===== src/rtl/dda_stream_packer.sv =====
// dda_stream_packer
// Packs per-column DDA results into 38-bit words and buffers them in a small
// first-word-fall-through FIFO towards an AXI-Stream style consumer. Also
// tracks column ordering, dropped results and end-of-frame handshakes.
module dda_stream_packer #(
    parameter int SCREEN_WIDTH  = 320,
    parameter int SCREEN_HEIGHT = 180,
    parameter int DEPTH         = 4
) (
    input  logic        pixel_clk_in,
    input  logic        rst_in,
    input  logic        valid_in,
    input  logic [8:0]  hcount_ray_in,
    input  logic [15:0] lineHeight_in,
    input  logic        wallType_in,
    input  logic [3:0]  mapData_in,
    input  logic [15:0] wallX_in,
    input  logic        dda_fifo_tready_in,
    output logic        dda_fifo_tvalid_out,
    output logic [37:0] dda_fifo_tdata_out,
    output logic        dda_fifo_tlast_out,
    output logic        dda_ready_out,
    output logic        overflow_out,
    output logic        seq_error_out,
    output logic        frame_done_out
);

    localparam int PTR_W = (DEPTH > 1) ? $clog2(DEPTH) : 1;
    localparam int CNT_W = $clog2(DEPTH + 1);

    localparam logic [PTR_W-1:0] PTR_ONE    = PTR_W'(1);
    localparam logic [PTR_W-1:0] PTR_MAX    = PTR_W'(DEPTH - 1);
    localparam logic [CNT_W-1:0] CNT_ONE    = CNT_W'(1);
    localparam logic [CNT_W-1:0] CNT_FULL   = CNT_W'(DEPTH);
    localparam logic [8:0]       LAST_COL   = 9'(SCREEN_WIDTH - 1);
    localparam logic [15:0]      HEIGHT_MAX = 16'(SCREEN_HEIGHT);

    // Clamp first, narrow afterwards, so tall walls saturate instead of wrapping.
    function automatic logic [7:0] clamp_height(input logic [15:0] lh);
        logic [15:0] c;
        if (lh > HEIGHT_MAX) begin
            c = HEIGHT_MAX;
        end else begin
            c = lh;
        end
        return c[7:0];
    endfunction

    function automatic logic [PTR_W-1:0] next_ptr(input logic [PTR_W-1:0] p);
        logic [PTR_W-1:0] n;
        if (p == PTR_MAX) begin
            n = '0;
        end else begin
            n = p + PTR_ONE;
        end
        return n;
    endfunction

    // Entry layout: bit 38 is the stored tlast, bits 37:0 the packed word.
    logic [38:0]      mem_r [DEPTH];
    logic [PTR_W-1:0] rd_ptr_r;
    logic [PTR_W-1:0] wr_ptr_r;
    logic [CNT_W-1:0] count_r;
    logic [8:0]       exp_h_r;
    logic             overflow_r;
    logic             seq_error_r;
    logic             frame_done_r;

    logic             push_s;
    logic             drop_s;
    logic             pop_s;
    logic             not_empty_s;
    logic [38:0]      head_s;
    logic [38:0]      entry_s;
    logic [8:0]       exp_h_next_s;

    // Handshake decode and entry formation for the current cycle.
    always_comb begin
        not_empty_s  = (count_r != '0);
        head_s       = mem_r[rd_ptr_r];
        push_s       = valid_in && (count_r != CNT_FULL);
        drop_s       = valid_in && (count_r == CNT_FULL);
        pop_s        = not_empty_s && dda_fifo_tready_in;
        entry_s      = {(hcount_ray_in == LAST_COL), hcount_ray_in,
                        clamp_height(lineHeight_in), wallType_in,
                        mapData_in, wallX_in};
        if (hcount_ray_in == LAST_COL) begin
            exp_h_next_s = 9'd0;
        end else begin
            exp_h_next_s = hcount_ray_in + 9'd1;
        end
    end

    // Buffer storage; contents are never shown while the FIFO is empty, so no reset.
    always_ff @(posedge pixel_clk_in) begin
        if (push_s && !rst_in) begin
            mem_r[wr_ptr_r] <= entry_s;
        end
    end

    // Pointers, occupancy, sequence tracking and sticky status flags.
    always_ff @(posedge pixel_clk_in) begin
        if (rst_in) begin
            rd_ptr_r     <= '0;
            wr_ptr_r     <= '0;
            count_r      <= '0;
            exp_h_r      <= 9'd0;
            overflow_r   <= 1'b0;
            seq_error_r  <= 1'b0;
            frame_done_r <= 1'b0;
        end else begin
            if (push_s) begin
                wr_ptr_r <= next_ptr(wr_ptr_r);
                exp_h_r  <= exp_h_next_s;
                if (hcount_ray_in != exp_h_r) begin
                    seq_error_r <= 1'b1;
                end
            end
            if (pop_s) begin
                rd_ptr_r <= next_ptr(rd_ptr_r);
            end
            if (push_s && !pop_s) begin
                count_r <= count_r + CNT_ONE;
            end else if (pop_s && !push_s) begin
                count_r <= count_r - CNT_ONE;
            end else begin
                count_r <= count_r;
            end
            if (drop_s) begin
                overflow_r <= 1'b1;
            end
            frame_done_r <= pop_s && head_s[38];
        end
    end

    assign dda_fifo_tvalid_out = not_empty_s;
    assign dda_fifo_tdata_out  = not_empty_s ? head_s[37:0] : 38'd0;
    assign dda_fifo_tlast_out  = not_empty_s ? head_s[38] : 1'b0;
    assign dda_ready_out       = (count_r != CNT_FULL);
    assign overflow_out        = overflow_r;
    assign seq_error_out       = seq_error_r;
    assign frame_done_out      = frame_done_r;

endmodule


===== config.mk =====
export PLATFORM = sky130hd
export DESIGN_NAME = dda_stream_packer
export DESIGN_NICKNAME = d
export VERILOG_FILES = /design/src/rtl/dda_stream_packer.sv
export SDC_FILE = /design/constraint.sdc
export NUM_CORES = 1
export LEC_CHECK = 0
export CAP_MARGIN = 25
export CORE_ASPECT_RATIO = 1.1
export CORE_UTILIZATION = 45
export CTS_CLUSTER_SIZE = 40
export DETAILED_ROUTE_END_ITERATION = 8
export GPL_TIMING_DRIVEN = 0
export PLACE_DENSITY = 0.7
export SLEW_MARGIN = 20
export SYNTH_ARGS = -nofsm -noshare
export SYNTH_HDL_FRONTEND = slang
export SYNTH_SLANG_ARGS = --single-unit

===== constraint.sdc =====
create_clock -name pixel_clk_in -period 2.3 [get_ports pixel_clk_in]
set_input_delay 0.69 -clock pixel_clk_in [delete_from_list [all_inputs] [get_ports pixel_clk_in]]
set_output_delay 0.69 -clock pixel_clk_in [all_outputs]
set_load 0.02 [all_outputs]

==> metrics <==
worst hold margin=0.4684 ns; port bufs=92; CP required=1.61 ns; core area=15,620 sq um; crit share post-route=111.0%; Avg Synthesized Cell Area=18.12 sq um; reg2reg setup slack=0.11 ns; FF-to-FF path depth=8; most frequent cells in the layout=156 x edfxtp_1, 50 x clkdlybuf4s50_1, 43 x buf_6; non-filler cells, final=734; Critical Path End=dda_fifo_tdata_out[24]; Pleak=3.288 nW; critical path's slowest cell=mux4_2; net switching power=3.061 mW; startpoint class of the critical path=flip-flop; power per cell area=1166 nW/um^2; initial core utilization=45.85%; die width=122.3 microns; synth warn=0; synthesis-stage register bit count=177; RSZ-0062 raised after global routing=yes; Setup TNS=-8.142 ns; Die Y=134.3 microns; min setup slack post-route=-0.2520 ns; Final Max Slew Viols=0; Post-synth EDFFs=156; CTS tree=done; FMAX=0.3919 GHz; Slew headroom=52.85%; CP dominant cell by count=buf_12; Async S/R FF share, synth=0%; sequential share of power=34.4%; CTS Buf Count=17; Period minus WS final=2.552 ns; IR drop worst, VDD=0.5818 mV; Total Wirelength=13,620 microns; reg2reg end=count_r[2]$_SDFFE_PP0P_; fin area=9469 sq um; Crit path arrival time=1.86 ns; Synth cell types=44; post-detail-place hpwl=8615 microns; Comb power frac=38.3%; total global-route track usage=17.88%; endpoint class of the critical path=output port; Post-Syn Instances=395; clk_skew=0.007628 ns; result of the run=complete, but fails checks; max incr delay on CP=0.50 ns; largest net degree at the start of global routing=24; number of global-route vias before repair=4,009; total gr overflow=0; GP Congestion=0.7827; Inst Count DP=691; first-pass GRT wire length=21,330 microns; H-tree depth=4; Max-Cap Viols=0; Cell Chain, Critical Path=buf_12 -> buf_12 -> mux4_2 -> and2_4 -> buf_6; clock root cell=clkbuf_16; share of cells above drive strength 1=37.08%; DR DRC count=0; CTS Hold Bufs=0; post-synthesis sequential area ratio=71.30%; row count=48; initial antenna violation count=0; clk_lat worst skew=0.41 ns; die area=16,420 sq um; WL per Instance=18.55 microns; final hold vios=0; Crit Path Max Fanout=5; vias after detailed routing=3,859; Longest Clk Path Bufs=2; Synth Cell Area=7159 sq um; Hold Crit Class=reg2reg; P_int=7.982 mW; diode count=0; # clock sinks=177; failing checks=setup timing; First-pass DRT Iterations=4; IO Pins=94; Iteration-0 DRC Markers=252; slew at the pin with the worst max-slew slack=0.7073 ns; most common cell after layout, fill and taps aside=edfxtp_1; Clk pwr share=27.3%; # setup viols final=40; Final Power=11.04 mW; sw frac=27.72%; RR Startpoint=count_r[1]$_SDFFE_PP0P_; Layout area overhead=32.26%; post-DR vias/cell=5.257; cell area after placement=8438 sq um; synthesized net count=453; Antenna Nets Post-Route=0; WS Path Type=reg2out; top_reg_cell synth=edfxtp_1; nets@finish=579; clock slew at reported path FFs=0.06 ns
worst max-delay path, delay by kind of cell (launching register included):
| kind | cells | cell delay [ns] |
|---|---|---|
| muxes | 1 | 0.50 |
| buffers and inverters | 3 | 0.39 |
| DFF | 1 | 0.37 |
| and+or+nand+nor | 1 | 0.19 |
cells in the mapped netlist, types with 7 or more instances:
| cell type | count | area (sq um) |
|---|---|---|
| ha_1 | 7 | 87.58 |
| dfxtp_1 | 21 | 420.4 |
| a21oi_1 | 14 | 70.07 |
| nand2_1 | 15 | 56.30 |
| and2_1 | 39 | 244.0 |
| o21ai_0 | 7 | 35.03 |
| inv_1 | 7 | 26.28 |
| clkbuf_1 | 7 | 26.28 |
| nor2_1 | 10 | 37.54 |
| mux4_2 | 39 | 878.3 |
| edfxtp_1 | 156 | 4684 |
| nand3_1 | 7 | 35.03 |
| xor2_1 | 11 | 96.34 |
| and3_1 | 7 | 43.79 |
power by group through the flow:
| stage | logic, mW | clock network (mW) | registers, mW |
|---|---|---|---|
| 6_report | 4.23 | 3.02 | 3.80 |
| 5_1_grt | 4.53 | 3.21 | 3.82 |
| 4_1_cts | 4.02 | 3.09 | 3.80 |
| 3_5_place_dp | 3.29 | 0 | 3.87 |
| 3_3_place_gp | 3.24 | 0 | 3.85 |
| 2_1_floorplan | 1.88 | 0 | 3.85 |
layer usage:
layer / vias up / part of all wire [%] / track usage (%)
li1: 1796 / - / -
met1: 1953 / 41 / 22.10
met2: 97 / 54 / 30.46
met3: 13 / 4.2 / 4.337
met4: 0 / 1.2 / 6.233
met5: - / 0 / 0
layout make-up:
| type | count | area [sq um] |
|---|---|---|
| plain buffers | 14 | 173.9 |
| clock buffers | 20 | 436.7 |
| clock inverters | 12 | 188.9 |
| fillers | 1158 | 6146 |
| inverters | 8 | 35.03 |
| multi-input cells | 195 | 2033 |
| flip-flops and latches | 177 | 5117 |
| well taps | 200 | 250.2 |
| repair buffers | 108 | 1234 |
flip-flops by register name, summed over array words and instances (netlist names), named ones only:
| signal | count |
|---|---|
| seq_error_out | 1 |
| mem_r | 156 |
| rd_ptr_r | 2 |
| exp_h_r | 9 |
| wr_ptr_r | 2 |
| frame_done_out | 1 |
| overflow_out | 1 |
| count_r | 3 |
repair_timing:
item	in CTS	in global routing
pin swaps	21	11
setup endpoints to repair	62	41
gates resized for setup	287	35
cloned	2	1
setup buffers	7	3
per-stage QoR:
stage          worst slack [ns]  util (%)
2_1_floorplan            0.1118         -
3_3_place_gp            -0.7113     53.38
3_5_place_dp            -0.6343     54.04
4_1_cts                 -0.3805     59.95
5_1_grt                 -0.3047     60.64
6_report                -0.2520     60.64
cell families (layout without fill, tap and decap cells):
kind of cell / count (synthesis) / in the layout / synth area share, %
multiplexers: 41 / 41 / 12.55
adder cells (fa/ha/maj): 8 / 8 / 1.503
flip-flops: 177 / 177 / 71.30
AO/OA/AOI/OAI: 29 / 29 / 2.534
AND/OR/NAND/NOR: 102 / 102 / 8.406
XOR/XNOR: 15 / 15 / 1.835
buffers and inverters: 23 / 162 / 1.870
how the worst min path moves through the flow:
stage,slack (ns),cells after the start,to,startpoint
floorplan,0.44,2,exp_h_r[3]$_SDFFE_PP0P_,exp_h_r[3]$_SDFFE_PP0P_
global placement,0.45,2,exp_h_r[0]$_SDFFE_PP0P_,exp_h_r[0]$_SDFFE_PP0P_
detailed placement,0.46,2,exp_h_r[3]$_SDFFE_PP0P_,exp_h_r[3]$_SDFFE_PP0P_
CTS,0.47,2,exp_h_r[3]$_SDFFE_PP0P_,exp_h_r[3]$_SDFFE_PP0P_
global route,0.49,2,exp_h_r[1]$_SDFFE_PP0P_,exp_h_r[1]$_SDFFE_PP0P_
finish,0.47,2,exp_h_r[3]$_SDFFE_PP0P_,exp_h_r[3]$_SDFFE_PP0P_
No activity file was read; power rests on OpenSTA's default activity.
